File: config.mk
export PLATFORM = sky130hd
export DESIGN_NAME = core_bus_arbiter
export DESIGN_NICKNAME = d
export VERILOG_FILES = /design/src/rtl/common_pkg.sv /design/src/rtl/core_bus_arbiter.sv
export SDC_FILE = /design/constraint.sdc
export NUM_CORES = 1
export LEC_CHECK = 0
export ABC_AREA = 0
export BUFFER_PORTS_ARGS = -buffer_cell sky130_fd_sc_hd__buf_4
export CAP_MARGIN = 20
export CORE_MARGIN = 2
export CORE_UTILIZATION = 42
export CTS_CLUSTER_DIAMETER = 150
export DETAILED_ROUTE_END_ITERATION = 8
export PLACE_DENSITY = 0.79
export SLEW_MARGIN = 20
export SYNTH_ARGS = -nofsm -noshare
export SYNTH_HDL_FRONTEND = slang
export SYNTH_SLANG_ARGS = --single-unit
File: constraint.sdc
create_clock -name clk -period 2.42 [get_ports clk]
set_clock_uncertainty 0.2 [all_clocks]
set_input_delay 0.121 -clock clk [delete_from_list [all_inputs] [get_ports clk]]
set_output_delay 0.121 -clock clk [all_outputs]
set_load 0.005 [all_outputs]
File: src/rtl/common_pkg.sv
// Shared bus types for the core-to-memory arbiter.
// Fetch and data port types are consumed unchanged by the arbiter.
package common;

    localparam logic [1:0] MSIZE_WORD = 2'd2;

    typedef struct packed {
        logic        valid;
        logic [31:0] addr;
    } ibus_req_t;

    typedef struct packed {
        logic        addr_ok;
        logic        data_ok;
        logic [31:0] data;
    } ibus_resp_t;

    typedef struct packed {
        logic        valid;
        logic [31:0] addr;
        logic [1:0]  size;
        logic [3:0]  strobe;
        logic [31:0] data;
    } dbus_req_t;

    typedef struct packed {
        logic        addr_ok;
        logic        data_ok;
        logic [31:0] data;
    } dbus_resp_t;

    typedef struct packed {
        logic        valid;
        logic [31:0] addr;
        logic [1:0]  size;
        logic [3:0]  strobe;
        logic [31:0] data;
        logic        is_write;
    } mem_req_t;

    typedef struct packed {
        logic        valid;
        logic [31:0] data;
    } mem_resp_t;

    typedef enum logic [2:0] {
        S_IDLE,
        S_REQ_I,
        S_REQ_D,
        S_WAIT_I,
        S_WAIT_D
    } arb_state_e;

endpackage

File: src/rtl/core_bus_arbiter.sv
// Muxes fetch and data requests onto one memory port, one transaction at a time.
// Data wins ties until a run of data grants starves a waiting fetch.
module core_bus_arbiter
    import common::*;
#(
    parameter int IFETCH_STARVE_LIMIT = 4
) (
    input  logic       clk,
    input  logic       rst,
    input  ibus_req_t  ireq,
    output ibus_resp_t iresp,
    input  dbus_req_t  dreq,
    output dbus_resp_t dresp,
    output mem_req_t   mreq,
    input  logic       mreq_ready,
    input  mem_resp_t  mresp,
    output logic       proto_err
);

    localparam int CW = $clog2(IFETCH_STARVE_LIMIT + 1);
    localparam logic [CW-1:0] LIMIT = CW'(IFETCH_STARVE_LIMIT);

    arb_state_e    state_q, state_d;
    mem_req_t      hold_q, hold_d;
    logic [CW-1:0] starve_q, starve_d;
    logic          starved;
    logic          in_wait;

    assign starved = ireq.valid && (starve_q == LIMIT);
    assign in_wait = (state_q == S_WAIT_I) || (state_q == S_WAIT_D);

    always_ff @(posedge clk or negedge rst) begin
        if (!rst) begin
            state_q  <= S_IDLE;
            hold_q   <= '0;
            starve_q <= '0;
        end else begin
            state_q  <= state_d;
            hold_q   <= hold_d;
            starve_q <= starve_d;
        end
    end

    always_comb begin
        state_d   = state_q;
        hold_d    = hold_q;
        starve_d  = starve_q;
        mreq      = '0;
        iresp     = '0;
        dresp     = '0;
        proto_err = 1'b0;
        unique case (state_q)
            S_IDLE: begin
                if (dreq.valid && !starved) begin
                    hold_d = '{valid:    1'b1,
                               addr:     dreq.addr,
                               size:     dreq.size,
                               strobe:   dreq.strobe,
                               data:     dreq.data,
                               is_write: |dreq.strobe};
                    if (!ireq.valid)
                        starve_d = '0;
                    else if (starve_q != LIMIT)
                        starve_d = starve_q + 1'b1;
                    state_d = S_REQ_D;
                end else if (ireq.valid) begin
                    hold_d = '{valid:    1'b1,
                               addr:     ireq.addr,
                               size:     MSIZE_WORD,
                               strobe:   4'h0,
                               data:     32'h0,
                               is_write: 1'b0};
                    starve_d = '0;
                    state_d  = S_REQ_I;
                end
            end
            S_REQ_I: begin
                mreq = hold_q;
                if (mreq_ready) begin
                    iresp.addr_ok = 1'b1;
                    state_d       = S_WAIT_I;
                end
            end
            S_REQ_D: begin
                mreq = hold_q;
                if (mreq_ready) begin
                    dresp.addr_ok = 1'b1;
                    state_d       = S_WAIT_D;
                end
            end
            S_WAIT_I: begin
                if (mresp.valid) begin
                    iresp.data_ok = 1'b1;
                    iresp.data    = mresp.data;
                    state_d       = S_IDLE;
                end
            end
            S_WAIT_D: begin
                if (mresp.valid) begin
                    dresp.data_ok = 1'b1;
                    dresp.data    = mresp.data;
                    state_d       = S_IDLE;
                end
            end
            default: state_d = S_IDLE;
        endcase
        // Gated by reset so a stray response during reset stays silent.
        proto_err = rst && mresp.valid && !in_wait;
    end

endmodule

==> flow_summary.ini, run 1 <==
[run_status]
status = completed

[sta]
timing.final.hold_violations = 0
timing.final.crit_share = 0.949
tns_ns = 0
worst_pin_slew_ns = 0.802
grt_setup_unrepaired = no
setup_viol_count_final = 0
finalWorstSetupSlack_ns = 0.123
slew_headroom = 0.464
max_freq_mhz = 435
fin_crit_ns = 2.30
slew_viol_final = 0

[worst_setup_path]
worst_ep_arrival_time_ns = 1.98
ff2ff_setup_slack_ns = 0.32
reg2regPathDepth = 6
start_kind = register
regToRegEndpoint = hold_q[17]$_DFFE_PN0P_
cp-end-kind = primary output
crit_required_ns = 2.10
r2r_start = state_q[0]$_DFFE_PN0P_
worst-path-max-fanout = 36
crit_type = register to primary output

[placement]
pre_cts_ws_ns = 0.224
portBuffers = 280
gp_congestion = 0.803
placed_cells = 866
place_hpwl_um = 10600

[clocking]
cts_sinks = 78
clk_latency_ns = 0.34
postCtsSetupBuffers = 0
h-tree-depth = 3
cts.path.max_buffers = 2
root_buffer = clkbuf_8
cts_made_buffers = 9
clk_pin_slew_ns = 0.09
cts_tree = yes

[finish]
mostFrequentLayoutCells = buf_4, and2_1, dlygate4sd3_1
finalNonFillerCells = 990
nNetsFinal = 987
fill_cells = 702
syn_to_final_growth_pct = 75.1
layout_commonest_cell = buf_4
diodes = 0
drive_above_1_share = 0.413

[synth]
synth_edf_count = 0
yosys_warnings = 0
yosysUniqueCellTypes = 36
synth_top_area_cell = dfrtp_1
synth_ff_type = dfrtp_1
synthTopCellsByArea = dfrtp_1, and2_1, a31oi_2, a22o_1, a21oi_1
syn-instance-count = 477
avgSynthCellArea_um2 = 9.58
synthArstFlopShare = 1.00
seq_area_frac_synth = 0.427
synth-seq-cells = 78
syn-num-nets = 619
syn_area_um2 = 4570
synth_top_area_share = 0.427

[routing]
vias_per_cell = 5.19
drt_iter0_markers = 366
routed_wl_um = 17300
vias = 5141
routedWlPerCell_um = 17.5
drc_errors = 0
first_pass_iters = 4
antenna_left = 0

[pwr]
p_leak_nw = 3.86
powerDensity_nw_per_um2 = 962
power.total_mw = 7.70
vdd_ir_drop_max_uv = 603

[global_route]
grt_pass1_wl_um = 25800
grt_max_degree = 40
antenna_found_initial = 0
grt_use_total = 0.283
grt_pass1_vias = 5006
gr-total-overflow = 0

[floorplan]
pin_count = 281
initial_utilization = 0.425
die_area_um2 = 11700
die_w_um = 108
die-height_um = 108
rows = 38
core_area_um2 = 10700

[flow_run]
drv_cap = 0

[min_path]
min_from = dreq[70]
hold_depth = 3
hp-class = primary input to register
hold-path-endpoint = hold_q[40]$_DFFE_PN0P_
cells in the mapped netlist (2+ instances only):
cell type,instances
buf_2,8
nand2_1,8
and3_1,3
nand3_1,34
a22o_1,37
o21ai_0,33
nand2b_1,2
nor2_1,3
a31oi_1,4
ha_1,2
buf_6,10
clkbuf_1,28
o22ai_1,2
and2_1,137
a21oi_1,35
inv_1,6
dfrtp_1,78
a31oi_2,29
stage by stage:
step	hold slack, ns	instance area [µm²]	util
after floorplan	-0.375	4570	-
after global placement	-0.145	6720	0.626
after detailed placement	-0.137	6720	0.626
after CTS	0.0247	7990	0.743
after global routing	0.0626	8000	0.744
final	0.0567	8000	0.744
layout make-up:
cell class | count | area [µm²] | area share
tap | 140 | 175 | 0.0219
inverter | 6 | 22.5 | 0.00282
clock buffer | 9 | 124 | 0.0155
multi-input combinational | 347 | 2360 | 0.295
sequential | 78 | 1950 | 0.244
clock inverter | 7 | 57.6 | 0.00720
timing repair buffer | 403 | 3310 | 0.413
state kept, by name, indices dropped and copies added (netlist names):
register	cells
starve_q	3
state_q	3
hold_q	72
power breakdown:
group / internal, mW / switching (mW)
registers: 1.88 / 0.345
clock network: 0.385 / 0.514
logic: 2.41 / 2.16
total: 4.68 / 3.02
logic make-up (layout without fill, tap and decap cells):
kind of cell               Yosys count  count (layout)  synth area share
adders and majority gates            2               2           0.00548
buffers and inverters               53             425            0.0630
and+or+nand+nor                    197             198             0.258
AOI/OAI and AO/OA                  146             146             0.244
DFF                                 78              78             0.427
xor gates and xnor gates             1               1           0.00192
worst max-delay path, cell delays in order (launching register included):
cell and delay (ns):
dfrtp_1 0.42, xnor2_2 0.21, nor2_4 0.64, and2_1 0.24, buf_4 0.12
routing by layer:
metal	share of wire	track usage	vias to the layer above
met4	0.022	0.0925	0
met2	0.51	0.497	238
met1	0.41	0.357	2447
met3	0.066	0.0458	43
li1	-	-	2413
met5	0	0	-
timing repair:
item,CTS,global route
resized for setup,1,4
setup endpoints to repair,72,24
gates cloned,1,0
hold endpoints to repair,155,0
hold buffers,107,0
worst max path at each step:
stage	from	to	slack (ns)	cells past startpoint
2_1_floorplan	starve_q[0]$_DFFE_PN0P_	hold_q[10]$_DFFE_PN0P_	0.62	7
3_3_place_gp	state_q[0]$_DFFE_PN0P_	mreq[14]	0.32	4
3_5_place_dp	state_q[0]$_DFFE_PN0P_	mreq[14]	0.22	4
4_1_cts	state_q[0]$_DFFE_PN0P_	mreq[62]	0.06	4
5_1_grt	state_q[0]$_DFFE_PN0P_	mreq[62]	0.008	4
6_report	state_q[0]$_DFFE_PN0P_	mreq[49]	0.12	4
(Power assumes the default switching activity.)
==> run 2: changes to the inputs <==
--- a/config.mk
+++ b/config.mk
@@ -12,7 +12,7 @@
 export CORE_UTILIZATION = 42
 export CTS_CLUSTER_DIAMETER = 150
 export DETAILED_ROUTE_END_ITERATION = 8
-export PLACE_DENSITY = 0.79
+export PLACE_DENSITY = 0.77
 export SLEW_MARGIN = 20
 export SYNTH_ARGS = -nofsm -noshare
 export SYNTH_HDL_FRONTEND = slang
==> flow_summary.ini, run 2 (same netlist as run 1, synthesis figures left out) <==
[sta]
timing.final.hold_violations = 0
max_freq_mhz = 417
timing.final.crit_share = 0.990
worst_pin_slew_ns = 0.777
slew_headroom = 0.482
holdWs_ns = 0.0130
fin_crit_ns = 2.40
setup_viol_count_final = 0
slew_viol_final = 0
tns_ns = 0
grt_setup_unrepaired = no

[worst_setup_path]
worst-path-max-fanout = 14
max_stage_delay_ns = 0.57
reg2regPathDepth = 7
ff2ff_setup_slack_ns = 0.02
r2r_start = starve_q[0]$_DFFE_PN0P_
worstPathCellList = inv_1, ha_2, and3_2, buf_4, o21ai_0, a31oi_2, dlygate4sd3_1
crit_type = register to register
cp_slowest_cell = dlygate4sd3_1
start_kind = register
cp-end-kind = register
worst_ep_arrival_time_ns = 2.43
crit_start = starve_q[0]$_DFFE_PN0P_
crit_required_ns = 2.45
regToRegEndpoint = hold_q[45]$_DFFE_PN0P_
crit_path_end = hold_q[45]$_DFFE_PN0P_

[finish]
mostFrequentLayoutCells = buf_4, and2_1, dlygate4sd3_1
diodes = 0
top_regs = hold_q (72), starve_q (3), state_q (3)
syn_to_final_growth_pct = 74.9
largest_register_ffs = 72
fill_cells = 739
nNetsFinal = 989
layout_commonest_cell = buf_4
regMostFlops = hold_q
drive_above_1_share = 0.411
fin_area_um2 = 7990

[flow_run]
drv_cap = 0

[clocking]
cts_sinks = 78
h-tree-depth = 3
clk_latency_ns = 0.35
clk_pin_slew_ns = 0.09
cts_made_buffers = 9
root_buffer = clkbuf_8
cts.path.max_buffers = 2
cts_tree = yes
postCtsSetupBuffers = 0

[routing]
vias_per_cell = 5.14
drt_iter0_markers = 348
routed_wl_um = 16700
antenna_left = 0
routedWlPerCell_um = 16.8
drc_errors = 0
first_pass_iters = 5
vias = 5094

[placement]
gp_congestion = 0.886
post_dp_cell_area_um2 = 6720
place_hpwl_um = 11000
portBuffers = 280

[pwr]
vdd_ir_drop_max_uv = 667
p_leak_nw = 3.85
power.total_mw = 8.16
powerDensity_nw_per_um2 = 1020

[global_route]
grt_use_total = 0.271
antenna_found_initial = 0
grt_pass1_vias = 4781
gr-total-overflow = 0
grt_max_degree = 64
grt_pass1_wl_um = 24700

[min_path]
hp-class = primary input to async pin

[floorplan]
initial_utilization = 0.425
die_w_um = 108
die_area_um2 = 11700
die-height_um = 108
core_area_um2 = 10700
pin_count = 281
rows = 38

[run_status]
status = completed
[run 2: worst min path at each step]
| stage | start | endpoint | slack (ns) |
|---|---|---|---|
| floorplan | rst | hold_q[0]$_DFFE_PN0P_ | -0.37 |
| global placement | rst | hold_q[0]$_DFFE_PN0P_ | -0.21 |
| detailed placement | rst | hold_q[0]$_DFFE_PN0P_ | -0.20 |
| CTS | rst | hold_q[0]$_DFFE_PN0P_ | 0.002 |
| global route | rst | hold_q[0]$_DFFE_PN0P_ | 0.01 |
| finish | rst | starve_q[0]$_DFFE_PN0P_ | 0.01 |
[run 2: final cells by class]
class,instances,area (µm²),area share
sequential,78,1950,0.244
clock inverter,7,55.1,0.00689
tap,140,175,0.0219
multi-input combinational,346,2340,0.293
inverter,6,22.5,0.00282
timing repair buffer,406,3320,0.416
clock buffer,9,124,0.0155
[run 2: worst max-delay path: cells and delay by family, from the launching register on]
kind / cells / cell delay [ns]
and+or+nand+nor: 1 / 0.21
adders and majority gates: 1 / 0.21
AOI/OAI and AO/OA: 2 / 0.44
buffers and inverters: 3 / 0.85
DFF: 1 / 0.38
[run 2: metrics by stage]
step | util | worst slack (ns) | cells
after floorplan | - | 0.619 | 477
after global placement | 0.626 | 0.622 | 868
after detailed placement | 0.626 | 0.534 | 868
after CTS | 0.743 | 0.0841 | 992
after global routing | 0.744 | 0.0103 | 992
final | 0.744 | 0.0233 | 992
[run 2: what timing repair did]
item | in CTS | in global routing
gates resized for setup | 0 | 5
hold buffers | 108 | 0
endpoints found under the setup margin | 0 | 27
endpoints found under the hold margin | 153 | 0
[run 2: metal layers]
layer | global-route usage | up-vias | wire, µm
li1 | - | 2419 | -
met1 | 0.352 | 2398 | 6840
met2 | 0.438 | 236 | 8190
met3 | 0.0573 | 41 | 1210
met4 | 0.115 | 0 | 419
met5 | 0 | - | 0
[run 2: where the power goes]
part	internal, mW	switching [mW]	leakage (nW)
Clock	0.383	0.523	0.0866
Combinational	2.85	2.21	2.82
Sequential	1.88	0.323	0.943
Total	5.11	3.05	3.85
